--- src/rtl/ram_arbiter.sv ---
// rtl/ram_arbiter.sv - data RAM arbiter between the core data port and an external master
module ram_arbiter #(
  parameter int STARVE_LIMIT = 8,
  parameter int DRAIN_CYCLES = 4
) (
  input  logic        clk,
  input  logic        rst_n,
  input  logic        run_in,
  output logic        running,
  input  logic [4:0]  core_ram_ctrl,
  input  logic [31:0] core_ram_addr,
  input  logic [31:0] core_ram_din,
  output logic [31:0] core_ram_dout,
  input  logic        ext_req,
  input  logic        ext_we,
  input  logic [2:0]  ext_funct3,
  input  logic [31:0] ext_addr,
  input  logic [31:0] ext_wdata,
  output logic        ext_gnt,
  output logic        ext_rvalid,
  output logic [31:0] ext_rdata,
  output logic [4:0]  mem_ctrl,
  output logic [31:0] mem_addr,
  output logic [31:0] mem_din,
  input  logic [31:0] mem_dout
);

  localparam int CW = $clog2(STARVE_LIMIT + 1);
  localparam int DW = (DRAIN_CYCLES > 1) ? $clog2(DRAIN_CYCLES) : 1;
  localparam logic [CW-1:0] STARVE_MAX  = CW'(STARVE_LIMIT);
  localparam logic [CW-1:0] STARVE_LAST = CW'(STARVE_LIMIT - 1);
  localparam logic [DW-1:0] DRAIN_LOAD  = DW'(DRAIN_CYCLES - 1);

  typedef enum logic [1:0] {
    ST_RUN   = 2'd0,
    ST_DRAIN = 2'd1,
    ST_HOLD  = 2'd2
  } state_t;

  state_t        state;
  state_t        state_nx;
  logic [CW-1:0] starve_cnt;
  logic [DW-1:0] drain_cnt;
  logic          core_v;
  logic          denied;

  assign core_v = core_ram_ctrl[0];

  // Both masters see the RAM output directly; the core's load stage and
  // the external read path each expect data exactly one cycle after access.
  assign core_ram_dout = mem_dout;
  assign ext_rdata     = mem_dout;

  // Port mux: the core always wins; the external master takes any idle slot.
  // HOLD grants no extra slots, it only keeps the core paused so idle slots appear.
  always_comb begin
    ext_gnt  = 1'b0;
    mem_ctrl = 5'd0;
    mem_addr = 32'd0;
    mem_din  = 32'd0;
    if (core_v) begin
      mem_ctrl = core_ram_ctrl;
      mem_addr = core_ram_addr;
      mem_din  = core_ram_din;
    end else if (ext_req) begin
      ext_gnt  = 1'b1;
      mem_ctrl = {ext_funct3, ext_we, 1'b1};
      mem_addr = ext_addr;
      mem_din  = ext_wdata;
    end
  end

  assign denied = ext_req & ~ext_gnt;

  // Next-state decode; also needed to register running in the same edge.
  always_comb begin
    state_nx = state;
    case (state)
      ST_RUN:   if (denied && starve_cnt == STARVE_LAST) state_nx = ST_DRAIN;
      ST_DRAIN: if (drain_cnt == '0) state_nx = ST_HOLD;
      ST_HOLD:  if (!ext_req) state_nx = ST_RUN;
      default:  state_nx = ST_RUN;
    endcase
  end

  // FSM, starvation/drain counters and registered outputs.
  always_ff @(posedge clk) begin
    if (!rst_n) begin
      state      <= ST_RUN;
      starve_cnt <= '0;
      drain_cnt  <= '0;
      running    <= 1'b0;
      ext_rvalid <= 1'b0;
    end else begin
      state      <= state_nx;
      running    <= run_in && (state_nx == ST_RUN);
      ext_rvalid <= ext_req & ext_gnt & ~ext_we;

      if (!denied)
        starve_cnt <= '0;
      else if (starve_cnt != STARVE_MAX)
        starve_cnt <= starve_cnt + 1'b1;

      if (state == ST_RUN && state_nx == ST_DRAIN)
        drain_cnt <= DRAIN_LOAD;
      else if (state == ST_DRAIN && drain_cnt != '0)
        drain_cnt <= drain_cnt - 1'b1;
    end
  end

endmodule

--- config.mk ---
export PLATFORM = sky130hd
export DESIGN_NAME = ram_arbiter
export DESIGN_NICKNAME = d
export VERILOG_FILES = /design/src/rtl/ram_arbiter.sv
export SDC_FILE = /design/constraint.sdc
export NUM_CORES = 1
export LEC_CHECK = 0
export CAP_MARGIN = 20
export CORE_AREA = 2 2 119 121
export DETAILED_ROUTE_END_ITERATION = 12
export DIE_AREA = 0 0 121 123
export DONT_BUFFER_PORTS = 1
export SYNTH_ARGS = -nofsm -noshare
export SYNTH_HDL_FRONTEND = slang
export SYNTH_SLANG_ARGS = --single-unit
--- constraint.sdc ---
create_clock -name clk -period 2.1 [get_ports clk]
set_input_delay 0.63 -clock clk [delete_from_list [all_inputs] [get_ports clk]]
set_output_delay 0.63 -clock clk [all_outputs]
set_load 0.1 [all_outputs]
Word-level counts from Yosys, hierarchy flattened --
Cells that the tools add are included.
Storage, ports and cells: register bits after elaboration 10, input bits 173, word-level logic and storage cells 41
Cells by class: add/sub/neg operators 2, eq/ne operators 5, muxes and demuxes 14, bitwise operators 5, reduce and logical (&&, ||, !) cells 10
Operators by type and width (number):
- $mux 32 | 4
- $mux 2 | 5
- $mux 5 | 2
- $logic_not 2->1 | 3
- $pmux 2 s3 | 1
- $add 4x1->4 const B | 1
- $eq 2x1->1 const B | 2
- $eq 4x3->1 const B | 1
- $logic_and 1x1->1 | 4
- $ne 4x4->1 const B | 1
- $reduce_bool 2->1 | 2
- $and 1x1->1 | 3
- $eq 2x2->1 const B | 1
- $mux 1 | 2
- $not 1->1 | 2
- $reduce_and 2->1 | 1
- $sub 2x1->2 const B | 1

Logic depth before layout (Yosys ltp) --
Gate-level depths: netlist (run 1).
depth after elaboration 10, mapped depth 6

Worst setup path after synthesis (run 1) --
No wires, ideal clock.
path kind in2out, start in core_ram_ctrl[0], end out mem_din[20], arrival time 3.117 ns, path slack -1.647 ns, stages 3, path buffers 2, path through buf_4 -> clkbuf_1 -> o21ai_0
Between the ends: longest elaborated chain between the ends 1
RTL lines:
- start, declared | RTL line 10 | input logic [4:0] core_ram_ctrl,
- $mux 32 | RTL line 61 | if (core_v) begin
- end, declared | RTL line 24 | output logic [31:0] mem_din,
Every way passes these cells.

Worst setup path after layout (run 1) --
start in core_ram_ctrl[0], end out mem_addr[8]
Between the ends: longest elaborated chain between the ends 1
RTL lines:
- $mux 32 | RTL line 61
- end, declared | RTL line 23 | output logic [31:0] mem_addr,
Every way passes these cells.

==> results of run 1 <==
## layout make-up
cell class	instances	area, um^2
fill	1437	11000
multi-input combinational	103	1150
timing repair buffer	51	983
tap	180	225
sequential	10	200
clock buffer	4	88.8
inverter	4	15.0
## kinds of logic after synthesis
kind of cell | count (synthesis) | share of synthesized area (%)
buffers and inverters | 84 | 36.1
AO/OA/AOI/OAI | 73 | 37.1
flip-flops | 10 | 11.9
AND/OR/NAND/NOR | 22 | 9.96
multiplexers | 2 | 1.19
XOR/XNOR | 3 | 1.56
adder cells (fa/ha/maj) | 3 | 2.23
## registers in the layout (all words and copies together) (netlist names)
| register | count |
|---|---|
| starve_cnt | 4 |
| drain_cnt | 2 |
| running | 1 |
| ext_rvalid | 1 |
| state | 2 |
## worst max-delay path: cells and delay by family
kind	cells	cell delay [ns]
buf+inv	2	0.39
compound gates	1	0.21
simple gates	1	0.17
## metal layers
metal,track usage (%),vias up
met3,2.35,11
met2,16.5,119
met1,8.86,674
met4,2.11,0
li1,-,615
met5,0,-
## worst paths after layout
| path | end | cells past startpoint |
|---|---|---|
| worst max register to register | running | 4 |
| worst min register to register | starve_cnt[2] | 2 |
| worst min-delay path | drain_cnt[0] | 1 |
| worst max-delay path | mem_addr[8] | 4 |
## cells in the final DEF, fill, tap and decap left out, types with 2 or more instances in the layout
| cell type | Yosys | final |
|---|---|---|
| sky130_fd_sc_hd__mux2i_1 | 2 | 2 |
| sky130_fd_sc_hd__ha_1 | 3 | 3 |
| sky130_fd_sc_hd__buf_12 | 0 | 48 |
| sky130_fd_sc_hd__buf_4 | 70 | 3 |
| sky130_fd_sc_hd__nand3b_1 | 3 | 3 |
| sky130_fd_sc_hd__dfxtp_1 | 10 | 10 |
| sky130_fd_sc_hd__clkbuf_16 | 0 | 3 |
| sky130_fd_sc_hd__a22o_4 | 0 | 23 |
| sky130_fd_sc_hd__nor2_1 | 3 | 3 |
| sky130_fd_sc_hd__nand3_1 | 2 | 2 |
| sky130_fd_sc_hd__xnor2_1 | 2 | 2 |
| sky130_fd_sc_hd__inv_1 | 4 | 4 |
| sky130_fd_sc_hd__nand2_1 | 5 | 5 |
| sky130_fd_sc_hd__a22o_2 | 0 | 44 |
| sky130_fd_sc_hd__o21a_1 | 3 | 3 |
## power breakdown
| part | switching [mW] | internal [mW] | total (mW) |
|---|---|---|---|
| logic | 0.886 | 0.399 | 1.28 |
| registers | 0.00160 | 0.193 | 0.195 |
| clock network | 0.0851 | 0.286 | 0.371 |
==> impl_metrics.prom, run 1 <==
# TYPE chip_impl_metric gauge
chip_impl_metric{name="worst_skew_pair.late_latency",unit="ns"} 0.24
chip_impl_metric{name="global_route_wire_length_before_repair",unit="mm"} 9.36
chip_impl_metric{name="timing.critical_path.required",unit="ns"} 1.47
chip_impl_metric{name="groute.usage.overall",unit="%"} 8.46
chip_impl_metric{name="place_area",unit="um^2"} 2560
chip_impl_metric{name="critPathArrivalTime",unit="ns"} 1.45
chip_impl_metric{name="cts.repair_timing.setup_buffer_count",unit=""} 0
chip_impl_metric{name="path_max_fanout",unit=""} 73
chip_impl_info{name="run_status",value="completed"} 1
chip_impl_metric{name="p_leak",unit="nW"} 1.04
chip_impl_metric{name="timing.max_cap.violations",unit=""} 0
chip_impl_metric{name="cts.reportedPaths.clkPinSlew",unit="ns"} 0.04
chip_impl_metric{name="finalWeightedCongestion",unit=""} 0.757
chip_impl_metric{name="totalWireLength",unit="mm"} 7.19
chip_impl_info{name="holdCritPathClass",value="input pin to flip-flop"} 1
chip_impl_metric{name="route.detailed.drc",unit=""} 0
chip_impl_metric{name="post_drt_via_cell_ratio",unit=""} 4.03
chip_impl_metric{name="dp.final_hpwl",unit="mm"} 6.09
chip_impl_metric{name="fraction_of_final_layout_cells_with_drive_strength_greater_than_1",unit="%"} 74.4
chip_impl_info{name="path_cells",value="nor2b_4, buf_12, a22o_2, buf_12"} 1
chip_impl_info{name="end_kind",value="output port"} 1
chip_impl_metric{name="worst_slew_pin_slew",unit="ns"} 0.317
chip_impl_metric{name="rows",unit=""} 43
chip_impl_metric{name="cts_hold_buffers",unit=""} 0
chip_impl_metric{name="htree_levels",unit=""} 1
chip_impl_metric{name="chipHeight",unit="um"} 123
chip_impl_info{name="setup_repair_after_global_routing_missed_its_margin",value="yes"} 1
chip_impl_metric{name="cts_buffer_depth",unit=""} 2
chip_impl_info{name="clock_tree_from_tritoncts",value="built"} 1
chip_impl_metric{name="die_area",unit="um^2"} 14900
chip_impl_metric{name="yosysUniqueCellTypes",unit=""} 27
chip_impl_metric{name="share_of_flip_flops_with_an_asynchronous_set_or_reset",unit="%"} 0
chip_impl_metric{name="setup_viol",unit=""} 0
chip_impl_metric{name="fin_crit_sh",unit="%"} 99.3
chip_impl_metric{name="pwr_cell_area",unit="nW/um^2"} 696
chip_impl_metric{name="antenna-diode-count",unit=""} 0
chip_impl_metric{name="first_global_vias",unit=""} 1453
chip_impl_metric{name="post_cts.resized_instances",unit=""} 0
chip_impl_metric{name="clock_sinks",unit=""} 10
chip_impl_info{name="ys_top_cells_by_count",value="70 x sky130_fd_sc_hd__buf_4, 67 x sky130_fd_sc_hd__a22o_1, 10 x sky130_fd_sc_hd__dfxtp_1"} 1
chip_impl_metric{name="worst_hold_margin",unit="ns"} 0.510
chip_impl_metric{name="synth_edf_count",unit=""} 0
chip_impl_metric{name="postSynthRegisterBits",unit=""} 10
chip_impl_metric{name="syn-cell-area",unit="um^2"} 1680
chip_impl_metric{name="avgRoutedWirePerCell",unit="um"} 20.4
chip_impl_metric{name="totalNegativeSetupSlack",unit="ns"} 0
chip_impl_info{name="synth-main-ff-cell",value="sky130_fd_sc_hd__dfxtp_1"} 1
chip_impl_metric{name="finalWorstPathRequiredPeriod",unit="ns"} 2.08
chip_impl_metric{name="p_total",unit="mW"} 1.85
chip_impl_info{name="worst_r2r_startpoint",value="starve_cnt[0]"} 1
chip_impl_info{name="leading_cell_type_by_number_of_instances_after_synthesis",value="sky130_fd_sc_hd__buf_4"} 1
chip_impl_metric{name="dr_wl_met2",unit="mm"} 4.07
chip_impl_metric{name="slew_headroom",unit="%"} 79.0
chip_impl_info{name="cp_slowest_cell",value="sky130_fd_sc_hd__buf_12"} 1
chip_impl_metric{name="i_o_buffers",unit=""} 0
chip_impl_metric{name="max-vdd-ir-drop",unit="mV"} 0.396
chip_impl_metric{name="grt-ovfl-total",unit=""} 0
chip_impl_metric{name="setup_slack",unit="ns"} 0.0155
chip_impl_metric{name="synthDominantCellAreaShare",unit="%"} 34.8
chip_impl_metric{name="start_util",unit="%"} 12.4
chip_impl_metric{name="pre_cts_ws",unit="ns"} 0.00769
chip_impl_info{name="synth.largest_area_cell",value="sky130_fd_sc_hd__a22o_1"} 1
chip_impl_metric{name="mappedNetlistNets",unit=""} 373
chip_impl_metric{name="relative_area_change_from_synthesis_to_final_layout",unit="%"} 57.9
chip_impl_metric{name="total_core_area",unit="um^2"} 13600
chip_impl_metric{name="dr_wl_met3",unit="um"} 724
chip_impl_metric{name="synthesis.instances",unit=""} 197
chip_impl_info{name="clock-root-buffer",value="sky130_fd_sc_hd__clkbuf_16"} 1
chip_impl_metric{name="layout.core_utilization",unit="%"} 19.5
chip_impl_metric{name="initial_antenna_violation_count",unit=""} 0
chip_impl_metric{name="dr_total_vias",unit=""} 1419
chip_impl_metric{name="io_pins",unit=""} 309
chip_impl_metric{name="drt_first_iter_violations",unit=""} 82
chip_impl_metric{name="skew",unit="ns"} 0.00301
chip_impl_metric{name="dieWidth",unit="um"} 121
chip_impl_metric{name="antenna_violating_nets_post_route",unit=""} 0
chip_impl_info{name="worstSetupStartpoint",value="core_ram_ctrl[0]"} 1
chip_impl_metric{name="design_area",unit="um^2"} 2660
chip_impl_metric{name="post_layout_nonfiller_instances",unit=""} 352
chip_impl_metric{name="synth_area_per_cell",unit="um^2"} 8.55
chip_impl_metric{name="met1Wirelength",unit="mm"} 2.34
chip_impl_metric{name="numPlacedInstances",unit=""} 348
chip_impl_metric{name="grt_start_max_net_pins",unit=""} 74
chip_impl_info{name="routed.top_layer",value="met4"} 1
chip_impl_info{name="crit_top_cell",value="sky130_fd_sc_hd__buf_12"} 1
chip_impl_info{name="worst-setup-path-type",value="input pin to output port"} 1
chip_impl_metric{name="detail_route.first_pass.iterations",unit=""} 4
chip_impl_metric{name="cts_made_buffers",unit=""} 3
chip_impl_metric{name="final-hold-violation-count",unit=""} 0
chip_impl_metric{name="max_freq",unit="MHz"} 480
chip_impl_info{name="timing.critical_path.from_type",value="input pin"} 1
chip_impl_metric{name="critical_path_s_largest_stage_delay",unit="ns"} 0.22
chip_impl_metric{name="timing.reg2reg.setup_slack",unit="ns"} 0.83
chip_impl_metric{name="yosys_warnings",unit=""} 0
chip_impl_info{name="yosys-top-cells-area",value="sky130_fd_sc_hd__a22o_1 35%, sky130_fd_sc_hd__buf_4 31%, sky130_fd_sc_hd__dfxtp_1 12%"} 1
chip_impl_metric{name="seq_total_area_yosys",unit="%"} 11.9
chip_impl_metric{name="nets",unit=""} 349
chip_impl_info{name="worstHoldStart",value="rst_n"} 1
chip_impl_metric{name="maxSlewViolCount",unit=""} 0
(Power assumes the default switching activity.)
==> run 2, diff against run 1 <==
--- a/config.mk
+++ b/config.mk
@@ -6,9 +6,9 @@
 export NUM_CORES = 1
 export LEC_CHECK = 0
 export CAP_MARGIN = 20
-export CORE_AREA = 2 2 119 121
+export CORE_AREA = 2 2 121 123
 export DETAILED_ROUTE_END_ITERATION = 12
-export DIE_AREA = 0 0 121 123
+export DIE_AREA = 0 0 123 125
 export DONT_BUFFER_PORTS = 1
 export SYNTH_ARGS = -nofsm -noshare
 export SYNTH_HDL_FRONTEND = slang
==> impl_metrics.prom, run 2 (synthesis gave the netlist of run 1 again) <==
# TYPE chip_impl_metric gauge
chip_impl_info{name="run_status",value="finished, violations left"} 1
chip_impl_info{name="failed_checks",value="setup timing"} 1
chip_impl_info{name="timing.critical_path.from_type",value="input pin"} 1
chip_impl_metric{name="dr_total_vias",unit=""} 1431
chip_impl_metric{name="cts.reportedPaths.clkPinSlew",unit="ns"} 0.04
chip_impl_metric{name="share_comb_of_total_power",unit="%"} 70.9
chip_impl_metric{name="finalWorstPathRequiredPeriod",unit="ns"} 2.12
chip_impl_metric{name="detail_route.first_pass.iterations",unit=""} 4
chip_impl_metric{name="avgRoutedWirePerCell",unit="um"} 18.7
chip_impl_metric{name="timing.critical_path.required",unit="ns"} 1.47
chip_impl_metric{name="grt-ovfl-total",unit=""} 0
chip_impl_metric{name="clock_sinks",unit=""} 10
chip_impl_metric{name="total_core_area",unit="um^2"} 14200
chip_impl_metric{name="maxSlewViolCount",unit=""} 0
chip_impl_metric{name="post_cts.resized_instances",unit=""} 1
chip_impl_info{name="setup_repair_after_global_routing_missed_its_margin",value="yes"} 1
chip_impl_metric{name="totalNegativeSetupSlack",unit="ns"} -0.260
chip_impl_metric{name="max_freq",unit="MHz"} 471
chip_impl_metric{name="netSwitchingPower",unit="uW"} 973
chip_impl_info{name="clock-root-buffer",value="sky130_fd_sc_hd__clkbuf_16"} 1
chip_impl_metric{name="route.detailed.drc",unit=""} 0
chip_impl_metric{name="rows",unit=""} 44
chip_impl_info{name="clock_tree_from_tritoncts",value="built"} 1
chip_impl_metric{name="drt_first_iter_violations",unit=""} 47
chip_impl_metric{name="dieWidth",unit="um"} 123
chip_impl_metric{name="first_global_vias",unit=""} 1415
chip_impl_metric{name="i_o_buffers",unit=""} 0
chip_impl_metric{name="io_pins",unit=""} 309
chip_impl_metric{name="fin_crit_sh",unit="%"} 101
chip_impl_metric{name="die_area",unit="um^2"} 15400
chip_impl_metric{name="nets",unit=""} 349
chip_impl_metric{name="cts.repair_timing.setup_buffer_count",unit=""} 0
chip_impl_info{name="layout.cells.most_common",value="sky130_fd_sc_hd__buf_12"} 1
chip_impl_metric{name="clkPwrFrac",unit="%"} 18.3
chip_impl_metric{name="final.fill_count",unit=""} 1531
chip_impl_info{name="worst-setup-path-type",value="input pin to output port"} 1
chip_impl_metric{name="htree_levels",unit=""} 1
chip_impl_info{name="holdCritPathClass",value="input pin to flip-flop"} 1
chip_impl_metric{name="dp.final_hpwl",unit="mm"} 5.45
chip_impl_metric{name="finalWeightedCongestion",unit=""} 0.753
chip_impl_metric{name="worst_slew_pin_slew",unit="ns"} 0.329
chip_impl_metric{name="cts_hold_buffers",unit=""} 0
chip_impl_metric{name="initial_antenna_violation_count",unit=""} 0
chip_impl_metric{name="antenna-diode-count",unit=""} 0
chip_impl_metric{name="start_util",unit="%"} 11.9
chip_impl_metric{name="pwr_cell_area",unit="nW/um^2"} 674
chip_impl_metric{name="seq_power_share",unit="%"} 10.7
chip_impl_metric{name="layout.core_utilization",unit="%"} 19.0
chip_impl_metric{name="internal_power",unit="uW"} 846
chip_impl_info{name="largest_register",value="starve_cnt"} 1
chip_impl_metric{name="power_switching_share",unit="%"} 53.5
chip_impl_metric{name="path_max_fanout",unit=""} 46
chip_impl_metric{name="max-vdd-ir-drop",unit="mV"} 0.208
chip_impl_info{name="end_kind",value="output port"} 1
chip_impl_metric{name="cts_made_buffers",unit=""} 3
chip_impl_metric{name="worst_skew_pair.late_latency",unit="ns"} 0.24
chip_impl_metric{name="groute.usage.overall",unit="%"} 7.45
chip_impl_metric{name="setup_viol",unit=""} 25
chip_impl_metric{name="cts_buffer_depth",unit=""} 2
chip_impl_metric{name="p_leak",unit="nW"} 1.06
chip_impl_info{name="commonest_non_fill_non_tap_cells_in_the_layout",value="47 x sky130_fd_sc_hd__buf_12, 36 x sky130_fd_sc_hd__a22o_2, 31 x sky130_fd_sc_hd__a22o_4"} 1
chip_impl_metric{name="slew_headroom",unit="%"} 78.2
chip_impl_metric{name="fraction_of_final_layout_cells_with_drive_strength_greater_than_1",unit="%"} 74.3
chip_impl_metric{name="chipHeight",unit="um"} 125
chip_impl_info{name="largest_registers",value="starve_cnt (4), drain_cnt (2), state (2)"} 1
chip_impl_metric{name="relative_area_change_from_synthesis_to_final_layout",unit="%"} 60.2
chip_impl_metric{name="totalWireLength",unit="mm"} 6.64
chip_impl_metric{name="final-hold-violation-count",unit=""} 0
chip_impl_metric{name="largest_register_ff_count",unit=""} 4
chip_impl_metric{name="antenna_violating_nets_post_route",unit=""} 0
chip_impl_metric{name="critPathArrivalTime",unit="ns"} 1.49
chip_impl_metric{name="timing.max_cap.violations",unit=""} 0
chip_impl_metric{name="grt_start_max_net_pins",unit=""} 74
chip_impl_metric{name="setup_slack",unit="ns"} -0.0235
chip_impl_metric{name="skew",unit="ns"} 0.000983
chip_impl_metric{name="post_drt_via_cell_ratio",unit=""} 4.03
chip_impl_metric{name="global_route_wire_length_before_repair",unit="mm"} 8.65
==> run 2: metrics by stage <==
step	power, mW	area [um^2]	hold slack (ns)	instances	setup slack [ns]
6_report	1.82	2700	0.510	355	-0.0235
5_1_grt	1.86	2700	0.516	355	-0.0601
4_1_cts	1.83	2640	0.506	355	-0.0177
3_5_place_dp	1.48	2550	0.517	352	-0.0309
3_3_place_gp	1.47	2550	0.499	352	0.00526
2_1_floorplan	1.76	1970	0.479	197	-0.108
==> run 2: final cells by class <==
class / instances / area (um^2) / share of cell area [%]
clock buffers: 3 / 75.1 / 2.78
flip-flops and latches: 10 / 200 / 7.42
repair buffers: 51 / 971 / 36.0
inverters: 4 / 15.0 / 0.557
multi-input cells: 103 / 1210 / 44.7
well taps: 184 / 230 / 8.53
==> run 2: power by group through the flow <==
stage | logic (mW) | clock network [mW] | registers (mW)
detailed placement | 1.28 | 0 | 0.198
global route | 1.31 | 0.357 | 0.195
CTS | 1.29 | 0.344 | 0.195
floorplan | 1.55 | 0 | 0.209
finish | 1.29 | 0.333 | 0.195
global placement | 1.28 | 0 | 0.198
==> run 2: worst paths after layout <==
kind | start | endpoint | slack (ns) | cells after the start
worst min register to register | starve_cnt[2] | starve_cnt[2] | 0.53 | 2
worst min-delay path | rst_n | drain_cnt[0] | 0.51 | 1
worst max register to register | starve_cnt[0] | running | 0.77 | 4
worst max-delay path | ext_req | mem_addr[13] | -0.02 | 4
==> run 2: worst max-delay path, stage by stage <==
cell and delay [ns]:
sky130_fd_sc_hd__nor2b_4 0.15, sky130_fd_sc_hd__buf_12 0.26, sky130_fd_sc_hd__a22o_2 0.23, sky130_fd_sc_hd__buf_12 0.17
==> run 2: per-layer routing <==
| layer | up-vias | wire, um | global-route usage, % |
|---|---|---|---|
| met4 | 0 | 32 | 1.40 |
| met2 | 132 | 3530 | 13.8 |
| met1 | 681 | 2170 | 7.63 |
| li1 | 615 | - | - |
| met5 | - | 0 | 0 |
| met3 | 3 | 901 | 3.38 |
==> run 3, diff against run 2 <==
--- a/config.mk
+++ b/config.mk
@@ -6,10 +6,9 @@
 export NUM_CORES = 1
 export LEC_CHECK = 0
 export CAP_MARGIN = 20
-export CORE_AREA = 2 2 121 123
+export CORE_AREA = 2 2 120 122
 export DETAILED_ROUTE_END_ITERATION = 12
-export DIE_AREA = 0 0 123 125
-export DONT_BUFFER_PORTS = 1
+export DIE_AREA = 0 0 122 124
 export SYNTH_ARGS = -nofsm -noshare
 export SYNTH_HDL_FRONTEND = slang
 export SYNTH_SLANG_ARGS = --single-unit
==> impl_metrics.prom, run 3 (synthesis gave the netlist of run 1 again) <==
# TYPE chip_impl_metric gauge
chip_impl_metric{name="skew",unit="ns"} 0.000256
chip_impl_metric{name="worst_skew_pair.late_latency",unit="ns"} 0.23
chip_impl_metric{name="rows",unit=""} 43
chip_impl_metric{name="detail_route.first_pass.iterations",unit=""} 4
chip_impl_metric{name="post_drt_via_cell_ratio",unit=""} 3.98
chip_impl_metric{name="nets",unit=""} 532
chip_impl_metric{name="start_util",unit="%"} 12.3
chip_impl_info{name="clock_tree_from_tritoncts",value="built"} 1
chip_impl_metric{name="initial_antenna_violation_count",unit=""} 0
chip_impl_metric{name="global_route_wire_length_before_repair",unit="mm"} 14.4
chip_impl_info{name="reg2reg_end",value="running"} 1
chip_impl_metric{name="avgRoutedWirePerCell",unit="um"} 19.8
chip_impl_info{name="timing.critical_path.from_type",value="input pin"} 1
chip_impl_info{name="holdCritPathClass",value="flip-flop to flip-flop"} 1
chip_impl_metric{name="hold_path_depth",unit=""} 2
chip_impl_metric{name="htree_levels",unit=""} 1
chip_impl_metric{name="chipHeight",unit="um"} 124
chip_impl_metric{name="grt-ovfl-total",unit=""} 0
chip_impl_metric{name="clock_sinks",unit=""} 10
chip_impl_metric{name="timing.critical_path.required",unit="ns"} 1.47
chip_impl_info{name="worst_hold_path.endpoint",value="starve_cnt[2]"} 1
chip_impl_info{name="largest_registers",value="starve_cnt (4), drain_cnt (2), state (2)"} 1
chip_impl_metric{name="finalWeightedCongestion",unit=""} 0.719
chip_impl_metric{name="i_o_buffers",unit=""} 212
chip_impl_info{name="layout.cells.most_common",value="sky130_fd_sc_hd__clkdlybuf4s50_1"} 1
chip_impl_metric{name="route.detailed.drc",unit=""} 0
chip_impl_metric{name="totalNegativeSetupSlack",unit="ns"} -5.46
chip_impl_info{name="worst_r2r_startpoint",value="starve_cnt[0]"} 1
chip_impl_info{name="setup_repair_after_global_routing_missed_its_margin",value="yes"} 1
chip_impl_info{name="largest_register",value="starve_cnt"} 1
chip_impl_metric{name="path_max_fanout",unit=""} 1
chip_impl_metric{name="critPathArrivalTime",unit="ns"} 1.57
chip_impl_metric{name="p_total",unit="mW"} 2.50
chip_impl_info{name="cp_slowest_cell",value="sky130_fd_sc_hd__clkdlybuf4s50_1"} 1
chip_impl_metric{name="die_area",unit="um^2"} 15100
chip_impl_metric{name="drt_first_iter_violations",unit=""} 37
chip_impl_metric{name="grt_start_max_net_pins",unit=""} 35
chip_impl_metric{name="groute.usage.overall",unit="%"} 12.7
chip_impl_metric{name="worst_slew_pin_slew",unit="ns"} 0.404
chip_impl_metric{name="setup_slack",unit="ns"} -0.102
chip_impl_info{name="end_kind",value="output port"} 1
chip_impl_metric{name="max-vdd-ir-drop",unit="mV"} 0.386
chip_impl_metric{name="dieWidth",unit="um"} 122
chip_impl_metric{name="fraction_of_final_layout_cells_with_drive_strength_greater_than_1",unit="%"} 49.0
chip_impl_metric{name="slew_headroom",unit="%"} 73.1
chip_impl_metric{name="io_pins",unit=""} 309
chip_impl_metric{name="fin_crit_sh",unit="%"} 105
chip_impl_metric{name="total_core_area",unit="um^2"} 13700
chip_impl_metric{name="final-hold-violation-count",unit=""} 0
chip_impl_metric{name="timing.max_cap.violations",unit=""} 0
chip_impl_info{name="path_cells",value="clkdlybuf4s50_1, a22o_4, buf_12"} 1
chip_impl_info{name="worstSetupStartpoint",value="ext_wdata[29]"} 1
chip_impl_metric{name="dp.final_hpwl",unit="mm"} 7.97
chip_impl_metric{name="cts_buffer_depth",unit=""} 2
chip_impl_metric{name="max_freq",unit="MHz"} 454
chip_impl_metric{name="maxSlewViolCount",unit=""} 0
chip_impl_info{name="failed_checks",value="setup timing"} 1
chip_impl_metric{name="cts.reportedPaths.clkPinSlew",unit="ns"} 0.04
chip_impl_metric{name="finalWorstPathRequiredPeriod",unit="ns"} 2.20
chip_impl_metric{name="pwr_cell_area",unit="nW/um^2"} 477
chip_impl_metric{name="relative_area_change_from_synthesis_to_final_layout",unit="%"} 211
chip_impl_metric{name="setup_viol",unit=""} 68
chip_impl_metric{name="cts_made_buffers",unit=""} 3
chip_impl_info{name="worst-setup-path-type",value="input pin to output port"} 1
chip_impl_metric{name="totalWireLength",unit="mm"} 10.6
chip_impl_metric{name="timing.reg2reg.setup_slack",unit="ns"} 0.81
chip_impl_metric{name="antenna-diode-count",unit=""} 0
chip_impl_metric{name="largest_register_ff_count",unit=""} 4
chip_impl_metric{name="p_leak",unit="nW"} 2.16
chip_impl_metric{name="r2r_cells",unit=""} 4
chip_impl_metric{name="first_global_vias",unit=""} 2390
chip_impl_metric{name="antenna_violating_nets_post_route",unit=""} 0
chip_impl_info{name="commonest_non_fill_non_tap_cells_in_the_layout",value="135 x sky130_fd_sc_hd__clkdlybuf4s50_1, 75 x sky130_fd_sc_hd__buf_12, 65 x sky130_fd_sc_hd__a22o_4"} 1
chip_impl_metric{name="critical_path_s_largest_stage_delay",unit="ns"} 0.50
chip_impl_info{name="clock-root-buffer",value="sky130_fd_sc_hd__clkbuf_16"} 1
chip_impl_info{name="worstHoldStart",value="starve_cnt[2]"} 1
chip_impl_metric{name="dr_total_vias",unit=""} 2127
chip_impl_info{name="run_status",value="finished, violations left"} 1
[run 3: changes by cell type in the layout (fill, tap and decap cells not counted), moves of 2 or more]
cell	before	now
sky130_fd_sc_hd__clkdlybuf4s50_1	0	135
sky130_fd_sc_hd__buf_12	47	75
sky130_fd_sc_hd__a22o_2	36	2
sky130_fd_sc_hd__a22o_4	31	65
sky130_fd_sc_hd__buf_6	0	6
sky130_fd_sc_hd__dlymetal6s2s_1	0	2
sky130_fd_sc_hd__clkbuf_16	3	6
sky130_fd_sc_hd__buf_16	0	6
[run 3: per-stage QoR]
stage / std cells / setup slack (ns) / hold slack [ns] / utilization, % / cell area [um^2]
3_3_place_gp: 518 / -0.527 / 0.500 / 32.7 / 4480
2_1_floorplan: 197 / -0.108 / 0.479 / - / 1970
3_5_place_dp: 518 / -0.555 / 0.518 / 32.7 / 4480
5_1_grt: 535 / -0.136 / 0.563 / 38.2 / 5240
6_report: 535 / -0.102 / 0.525 / 38.2 / 5240
4_1_cts: 531 / -0.137 / 0.524 / 37.1 / 5090
[run 3: routing by layer]
metal	track usage, %	up-vias	part of all wire [%]
li1	-	988	-
met2	25.2	139	55
met5	0	-	0
met1	13.1	988	34
met4	2.80	0	1.2
met3	3.48	12	9.7
[run 3: cell type report]
type | instances | area [um^2]
fillers | 1286 | 8480
repair buffers | 234 | 3250
multi-input cells | 103 | 1460
well taps | 180 | 225
flip-flops and latches | 10 | 200
clock buffers | 4 | 88.8
inverters | 4 | 15.0
[run 3: critical path, delay by kind of cell]
family                 cells  cell delay [ns]
AOI/OAI and AO/OA          1             0.28
buffers and inverters      2             0.66
[run 3: what timing repair did]
action / in CTS / in global routing
endpoints found under the setup margin: 70 / 69
hold buffers: 0 / 0
cloned: 6 / 3
buffers inserted: 4 / 1
resized for setup: 62 / 10
pin swaps: 4 / 1
[run 3: worst max-delay path by stage]
stage / end / slack, ns
after floorplan: mem_addr[0] / -0.11
after global placement: mem_ctrl[4] / -0.53
after detailed placement: mem_din[28] / -0.56
after CTS: mem_addr[1] / -0.14
after global routing: mem_addr[3] / -0.14
final: mem_din[29] / -0.10
[run 3: power breakdown]
| group | total (mW) | internal [mW] | switching [mW] |
|---|---|---|---|
| combinational | 1.93 | 0.865 | 1.07 |
| sequential | 0.195 | 0.193 | 0.00161 |
| clock | 0.375 | 0.286 | 0.0884 |
